==> src/rtl/vc_req_ctrl.sv <==
// Victim-cache request sequencer: VC lookup, pmem fallback, victim insert, then L1 fill.
// States: IDLE wait | VC_RD lookup | VC_CHK hit? | MEM_RD pmem | VC_WR_REQ insert | VC_WR_WAIT done? | FILL
module vc_req_ctrl #(
  parameter int ADDR_W     = 32,
  parameter int S_LINE     = 256,
  parameter int WR_TIMEOUT = 16,
  parameter int CNT_W      = 16
) (
  input  logic              clk,
  input  logic              rst,
  input  logic              l1_req,
  input  logic [ADDR_W-1:0] l1_req_addr,
  input  logic              l1_evict_valid,
  input  logic [ADDR_W-1:0] l1_evict_addr,
  input  logic [S_LINE-1:0] l1_evict_line,
  input  logic              l1_evict_dirty,
  output logic              l1_ready,
  output logic              l1_fill_valid,
  output logic [S_LINE-1:0] l1_fill_line,
  output logic              l1_fill_from_vc,
  output logic              vc_read,
  output logic              vc_write,
  output logic [ADDR_W-1:0] vc_address,
  output logic [S_LINE-1:0] vc_wdata,
  output logic              vc_wdata_dirty,
  input  logic              vc_rdata_exists,
  input  logic [S_LINE-1:0] vc_rdata,
  output logic              pmem_read,
  output logic [ADDR_W-1:0] pmem_address,
  input  logic [S_LINE-1:0] pmem_rdata,
  input  logic              pmem_resp,
  output logic              vc_wr_err,
  output logic [CNT_W-1:0]  hit_count,
  output logic [CNT_W-1:0]  miss_count
);

  localparam int OFF_W = $clog2(S_LINE / 8);
  localparam logic [ADDR_W-1:0] ADDR_MASK = {{(ADDR_W - OFF_W){1'b1}}, {OFF_W{1'b0}}};
  localparam int TO_W = (WR_TIMEOUT > 2) ? $clog2(WR_TIMEOUT) : 1;
  localparam logic [TO_W-1:0] TO_LAST = TO_W'(WR_TIMEOUT - 1);

  typedef enum logic [2:0] {
    S_IDLE, S_VC_RD, S_VC_CHK, S_MEM_RD, S_VC_WR_REQ, S_VC_WR_WAIT, S_FILL
  } state_e;

  state_e              state_q, state_d;
  logic [ADDR_W-1:0]   req_addr_q, req_addr_d;
  logic                ev_valid_q, ev_valid_d;
  logic [ADDR_W-1:0]   ev_addr_q, ev_addr_d;
  logic [S_LINE-1:0]   ev_line_q, ev_line_d;
  logic                ev_dirty_q, ev_dirty_d;
  logic [S_LINE-1:0]   fill_line_q, fill_line_d;
  logic                from_vc_q, from_vc_d;
  logic [CNT_W-1:0]    hit_cnt_q, hit_cnt_d;
  logic [CNT_W-1:0]    miss_cnt_q, miss_cnt_d;
  logic                wr_err_q, wr_err_d;
  logic [TO_W-1:0]     to_cnt_q, to_cnt_d;

  always_ff @(posedge clk) begin
    if (rst) begin
      state_q     <= S_IDLE;
      req_addr_q  <= '0;
      ev_valid_q  <= 1'b0;
      ev_addr_q   <= '0;
      ev_line_q   <= '0;
      ev_dirty_q  <= 1'b0;
      fill_line_q <= '0;
      from_vc_q   <= 1'b0;
      hit_cnt_q   <= '0;
      miss_cnt_q  <= '0;
      wr_err_q    <= 1'b0;
      to_cnt_q    <= '0;
    end else begin
      state_q     <= state_d;
      req_addr_q  <= req_addr_d;
      ev_valid_q  <= ev_valid_d;
      ev_addr_q   <= ev_addr_d;
      ev_line_q   <= ev_line_d;
      ev_dirty_q  <= ev_dirty_d;
      fill_line_q <= fill_line_d;
      from_vc_q   <= from_vc_d;
      hit_cnt_q   <= hit_cnt_d;
      miss_cnt_q  <= miss_cnt_d;
      wr_err_q    <= wr_err_d;
      to_cnt_q    <= to_cnt_d;
    end
  end

  always_comb begin
    state_d         = state_q;
    req_addr_d      = req_addr_q;
    ev_valid_d      = ev_valid_q;
    ev_addr_d       = ev_addr_q;
    ev_line_d       = ev_line_q;
    ev_dirty_d      = ev_dirty_q;
    fill_line_d     = fill_line_q;
    from_vc_d       = from_vc_q;
    hit_cnt_d       = hit_cnt_q;
    miss_cnt_d      = miss_cnt_q;
    wr_err_d        = wr_err_q;
    to_cnt_d        = to_cnt_q;
    l1_ready        = 1'b0;
    l1_fill_valid   = 1'b0;
    l1_fill_line    = '0;
    l1_fill_from_vc = 1'b0;
    vc_read         = 1'b0;
    vc_write        = 1'b0;
    vc_address      = '0;
    vc_wdata        = '0;
    vc_wdata_dirty  = 1'b0;
    pmem_read       = 1'b0;
    pmem_address    = '0;

    case (state_q)
      S_IDLE: begin
        l1_ready = 1'b1;
        if (l1_req) begin
          req_addr_d = l1_req_addr & ADDR_MASK;
          ev_valid_d = l1_evict_valid;
          ev_addr_d  = l1_evict_addr & ADDR_MASK;
          ev_line_d  = l1_evict_line;
          ev_dirty_d = l1_evict_dirty;
          state_d    = S_VC_RD;
        end
      end
      S_VC_RD: begin
        vc_read    = 1'b1;
        vc_address = req_addr_q;
        state_d    = S_VC_CHK;
      end
      S_VC_CHK: begin
        vc_address = req_addr_q;
        if (vc_rdata_exists) begin
          fill_line_d = vc_rdata;
          from_vc_d   = 1'b1;
          hit_cnt_d   = (&hit_cnt_q) ? hit_cnt_q : hit_cnt_q + CNT_W'(1);
          state_d     = ev_valid_q ? S_VC_WR_REQ : S_FILL;
        end else begin
          miss_cnt_d  = (&miss_cnt_q) ? miss_cnt_q : miss_cnt_q + CNT_W'(1);
          state_d     = S_MEM_RD;
        end
      end
      S_MEM_RD: begin
        pmem_read    = 1'b1;
        pmem_address = req_addr_q;
        if (pmem_resp) begin
          fill_line_d = pmem_rdata;
          from_vc_d   = 1'b0;
          state_d     = ev_valid_q ? S_VC_WR_REQ : S_FILL;
        end
      end
      S_VC_WR_REQ: begin
        vc_write       = 1'b1;
        vc_address     = ev_addr_q;
        vc_wdata       = ev_line_q;
        vc_wdata_dirty = ev_dirty_q;
        to_cnt_d       = '0;
        state_d        = S_VC_WR_WAIT;
      end
      S_VC_WR_WAIT: begin
        // Victim fields stay on the bus until the VC acknowledges or we give up.
        vc_address     = ev_addr_q;
        vc_wdata       = ev_line_q;
        vc_wdata_dirty = ev_dirty_q;
        if (vc_rdata_exists) begin
          state_d = S_FILL;
        end else if (to_cnt_q == TO_LAST) begin
          wr_err_d = 1'b1;
          state_d  = S_FILL;
        end else begin
          to_cnt_d = to_cnt_q + TO_W'(1);
        end
      end
      S_FILL: begin
        l1_fill_valid   = 1'b1;
        l1_fill_line    = fill_line_q;
        l1_fill_from_vc = from_vc_q;
        state_d         = S_IDLE;
      end
      default: state_d = S_IDLE;
    endcase
  end

  assign vc_wr_err  = wr_err_q;
  assign hit_count  = hit_cnt_q;
  assign miss_count = miss_cnt_q;

endmodule
==> config.mk <==
export PLATFORM = sky130hd
export DESIGN_NAME = vc_req_ctrl
export DESIGN_NICKNAME = d
export VERILOG_FILES = /design/src/rtl/vc_req_ctrl.sv
export SDC_FILE = /design/constraint.sdc
export NUM_CORES = 2
export LEC_CHECK = 0
export BUFFER_PORTS_ARGS = -buffer_cell sky130_fd_sc_hd__buf_2
export CORE_AREA = 2 2 562 564
export CTS_CLUSTER_DIAMETER = 30
export DETAILED_ROUTE_END_ITERATION = 12
export DIE_AREA = 0 0 564 566
export GPL_TIMING_DRIVEN = 0
export SYNTH_ARGS = -nofsm -noshare
export SYNTH_HDL_FRONTEND = slang
export SYNTH_SLANG_ARGS = --single-unit
export TNS_END_PERCENT = 30
==> constraint.sdc <==
create_clock -name clk -period 2.8 [get_ports clk]
set_input_delay 0.28 -clock clk [delete_from_list [all_inputs] [get_ports clk]]
set_output_delay 0.28 -clock clk [all_outputs]
set_load 0.01 [all_outputs]
* Yosys cells after proc, flatten, opt, wreduce, memory -nomap -nowiden
Cells that the tools add are included.
Storage, ports and cells: register bits 609, input port bits 839, output and inout port bits 616, word-level logic and storage cells 72
Operators by class: add/subtract/negate cells 3, eq/ne operators 13, mux-type cells 27, bitwise gates (word level) 3, reduce and logical (&&, ||, !) cells 14
Operators with widths (count):
- two-way mux 256 bit | 4
- one-hot mux 256 bit (2 select lines) | 1
- one-hot mux 32 bit (2 select lines) | 1
- adder 16 x 1 -> 16 bit, second input constant | 2
- two-way mux 32 bit | 1
- AND reduction 16 bit | 2
- one-hot mux 3 bit (6 select lines) | 1
- AND reduction 3 bit | 6
- two-way mux 3 bit | 5
- inequality test 2 bit, second input constant | 5
- equality test 3 bit, second input constant | 3
- two-way mux 1 bit | 9
- two-way mux 4 bit | 2
- one-hot mux 4 bit (2 select lines) | 1
- equality test 3 x 2 -> 1 bit, second input constant | 2
- adder 4 x 1 -> 4 bit, second input constant | 1
- equality test 4 bit, second input constant | 1
- nonzero test 2 bit | 2
- OR reduction 2 bit | 2
- equality test 3 x 1 -> 1 bit, second input constant | 1
- zero test 3 bit | 1
- inequality test 3 bit, second input constant | 1
- inverter 1 bit | 3
- two-way mux 2 bit | 1
- other kinds (2) | 2

* Longest topological paths before layout
word-level depth 4, depth in mapped cells 9, depth with buffers taken out 5

* Worst setup path after synthesis
OpenSTA, ideal clock, no wires.
path kind reg2reg, from reg state_q[0], to reg miss_cnt_q[9], in the netlist miss_count[9], library setup time 70 ps, arrival 2104 ps, data required time 2730 ps, path slack 626 ps, cell stages (with the launch flop) 8, path buffers 3, clock period less this slack 2174 ps, cell sequence dfxtp_1 > buf_6 > or4b_4 > buf_6 > or3_1 > buf_2 > or4_1 > a21oi_1
Between the ends: cells in the longest elaborated chain, start to end 2
RTL lines:
- start: declaration | RTL line 46 | state_e state_q, state_d;
- start signal: assignment | RTL line 74 | state_q <= state_d;
- equality test 3 x 2 -> 1 bit | RTL line 114 | case (state_q)
- AND reduction 3 bit (no line)
- end signal: assignment | RTL line 83 | miss_cnt_q <= miss_cnt_d;
- end: declaration | RTL line 55 | logic [CNT_W-1:0] miss_cnt_q, miss_cnt_d;
Every way passes these cells. A chain may end at the register's enable or synchronous reset.

* Worst setup path in the final report
from reg state_q[1], to out l1_fill_line[129]
Between the ends: cells in the longest elaborated chain, start to end 2
RTL lines:
- equality test 3 bit | RTL line 114
- two-way mux 256 bit | RTL line 114
- end: declaration | RTL line 19 | output logic [S_LINE-1:0] l1_fill_line,
Every way passes these cells.

==> impl_metrics.env <==
export IMPL_ir_drop_v=0.0005435
export IMPL_cts_htree_levels=4
export IMPL_setup_viol=20
export IMPL_combPwrFrac_pct=28.3
export IMPL_grt_pass1_vias=39048
export IMPL_dp_slack_ns=-1.839
export IMPL_critical_path_class="flip-flop to primary output"
export IMPL_dr_pass1_iters=7
export IMPL_post_route_period_util_pct=101.8
export IMPL_leakagePower_nw=25.00
export IMPL_holdWs_ns=0.2259
export IMPL_dieHeight_microns=566
export IMPL_fin_skew_ns=0.08015
export IMPL_cts_path_max_buffers=4
export IMPL_synth_top_cell_by_area="dfxtp_1"
export IMPL_vias=39985
export IMPL_grt_pass1_wl_microns=396500
export IMPL_place_congestion=1.035
export IMPL_status="finished, violations left"
export IMPL_ys_top_cells_by_area="dfxtp_1, nand2_1, and2_1"
export IMPL_cts_tree="yes"
export IMPL_p_clk_share_pct=45.6
export IMPL_port_buffers=1433
export IMPL_clock_latency_ns=0.83
export IMPL_gr_usage_all_layers_pct=19.00
export IMPL_busiest_layer="met2"
export IMPL_power_switching_mw=17.86
export IMPL_dieWidth_microns=564
export IMPL_slew_violations=0
export IMPL_worst_ep_arrival_time_ns=2.57
export IMPL_drtAntennaViolNets=0
export IMPL_cts_sinks=609
export IMPL_numCtsBuffers=191
export IMPL_coreArea_sq_um=313400
export IMPL_powerDensity_nw_per_um2=822.5
export IMPL_drv_cap=0
export IMPL_yosysMostFrequentCell="nand2_1"
export IMPL_drtIter0Drc=3564
export IMPL_ios=1455
export IMPL_yosysTopAreaCellShare_pct=44.44
export IMPL_slew_headroom_pct=16.25
export IMPL_max_freq_mhz=350.8
export IMPL_cp_max_fo=5
export IMPL_routed_wl_microns=318500
export IMPL_synth_async_reset_ratio_pct=0
export IMPL_cts_root_buf="clkbuf_16"
export IMPL_synthCells=3678
export IMPL_critPathLaunchType="flip-flop"
export IMPL_avgSynthCellArea_sq_um=7.459
export IMPL_ys_types=45
export IMPL_grt_max_degree=20
export IMPL_row_count=206
export IMPL_syn_area_sq_um=27430
export IMPL_synth_edf_count=0
export IMPL_violations="setup timing"
export IMPL_area_delta_synth_final_pct=117.4
export IMPL_post_drt_via_cell_ratio=3.745
export IMPL_switching_share_pct=36.43
export IMPL_synth_seq_area_share_pct=44.44
export IMPL_power_frac_seq_pct=26.2
export IMPL_grt_met3_usage_pct=10.03
export IMPL_start_util_pct=8.753
export IMPL_hold_path_class="primary input to flip-flop"
export IMPL_finalSetupTns_ns=-0.3920
export IMPL_route_detailed_drc=0
export IMPL_dpl_hpwl_microns=271200
export IMPL_tightest_slew_ns=1.256
export IMPL_final_area_sq_um=59620
export IMPL_setup_ws_ns=-0.05062
export IMPL_required_ns=2.52
export IMPL_path_clk_slew_ns=0.05
export IMPL_routedWlPerCell_microns=29.83
export IMPL_dieArea_sq_um=319200
export IMPL_ys_top_cells_by_count="nand2_1, dfxtp_1, and2_1, a21oi_1, clkbuf_1"
export IMPL_period_needed_ns=2.851
export IMPL_hold_viol=0
export IMPL_drive_above_1_share_pct=34.65
export IMPL_antenna_found_initial=266
export IMPL_internal_power_mw=31.18
export IMPL_placed_area_sq_um=40010
export IMPL_power_total_mw=49.04
export IMPL_yosys_register_bits=609
export IMPL_yosysWarnings=0
export IMPL_fin_nets=7052
export IMPL_end_kind="primary output"
export IMPL_rsz0062_at_grt="yes"
export IMPL_nFillCells=35053
export IMPL_grt_use_met2_pct=27.72
export IMPL_grt_overflow=0
export IMPL_use_met1_pct=22.61
export IMPL_synth_flop_cell="dfxtp_1"
==> cells in the final DEF (no fill, tap or decap), drive strengths merged, types with 3 or more instances in the layout <==
cell | netlist | layout
dfxtp | 609 | 609
ha | 3 | 3
clkinvlp | 0 | 12
clkbuf | 299 | 552
and4 | 4 | 4
nand3 | 12 | 12
diode | 0 | 153
conb | 1 | 10
o21ai | 14 | 14
and3 | 5 | 5
nand4 | 13 | 13
clkinv | 1 | 50
o31ai | 18 | 18
a21oi | 349 | 349
a311oi | 256 | 256
nor2 | 268 | 268
dlygate4sd3 | 0 | 828
bufinv | 0 | 21
nand3b | 5 | 5
a22o | 27 | 27
and2 | 542 | 542
inv | 3 | 11
nand2 | 1152 | 1152
buf | 38 | 1543
or3 | 14 | 14
or4 | 20 | 20
==> final cells by class <==
type / instances / area, sq um / area share [%]
Clock buffer: 256 / 5405 / 9.065
Timing Repair Buffer: 2335 / 18530 / 31.07
Inverter: 4 / 43.79 / 0.07345
Multi-Input combinational cell: 2737 / 14540 / 24.39
Antenna cell: 153 / 382.9 / 0.6421
Buffer: 332 / 2112 / 3.542
Tap cell: 4160 / 5205 / 8.730
Sequential cell: 609 / 12200 / 20.47
Clock inverter: 90 / 1202 / 2.017
==> critical path, stage by stage, from the launching register on <==
cell and delay, ns:
dfxtp_4 0.37, buf_8 0.10, and3_4 0.29, buf_12 0.17, clkbuf_16 0.19, buf_12 0.12
clkbuf_16 0.13, and2_4 0.16, buf_6 0.14
==> logic make-up after synthesis <==
kind of cell | count (synthesis) | synth area share [%]
simple gates | 2046 | 33.86
flops | 609 | 44.44
buf+inv | 341 | 4.967
compound gates | 673 | 16.41
mux | 2 | 0.07298
fa+ha+maj | 3 | 0.1368
other cells | 1 | 0.01367
xor+xnor | 3 | 0.09580
==> what timing repair did <==
action,4_1_cts,5_1_grt
pin swaps,88,17
setup buffers,33,9
gates resized for setup,757,410
hold buffers,828,0
gates cloned,26,3
setup endpoints to repair,999,878
hold endpoints to repair,573,0
==> final timing paths <==
path | cells after the start | to | slack, ns | start
max | 8 | l1_fill_line[129] | -0.05 | state_q[1]
max reg2reg | 10 | fill_line_q[137] | 0.04 | state_q[1]
min | 4 | ev_line_q[113] | 0.23 | l1_evict_line[113]
min reg2reg | 2 | ev_line_q[153] | 0.45 | ev_line_q[153]
==> power by group through the flow <==
| stage | combinational, mW | clock, mW | sequential, mW |
|---|---|---|---|
| 2_1_floorplan | 6.15 | 0 | 11.5 |
| 3_3_place_gp | 11.0 | 0 | 12.8 |
| 3_5_place_dp | 11.1 | 0 | 12.8 |
| 4_1_cts | 13.1 | 22.6 | 12.8 |
| 5_1_grt | 14.9 | 23.1 | 13.0 |
| 6_report | 13.9 | 22.3 | 12.8 |
==> flip-flops by register name (all words and copies together) (netlist names) <==
name and flops:
to_cnt_q 4, hit_count 16, from_vc_q 1, miss_count 16
ev_valid_q 1, fill_line_q 256, ev_line_q 256, ev_addr_q 27
ev_dirty_q 1, req_addr_q 27, state_q 3, vc_wr_err 1
==> per-layer routing <==
metal | share of wire, % | vias up | routed length, microns
met4 | 5.8 | 128 | 18610
met3 | 14 | 809 | 43520
met5 | 0.28 | - | 877
met1 | 40 | 18851 | 126900
li1 | - | 17613 | -
met2 | 40 | 2584 | 128600
==> metrics by stage <==
step,util (%),instances
2_1_floorplan,-,3687
3_3_place_gp,12.71,9280
3_5_place_dp,12.77,9287
4_1_cts,18.56,10517
5_1_grt,18.95,10585
6_report,19.02,10676
No activity file was read; power rests on OpenSTA's default activity.
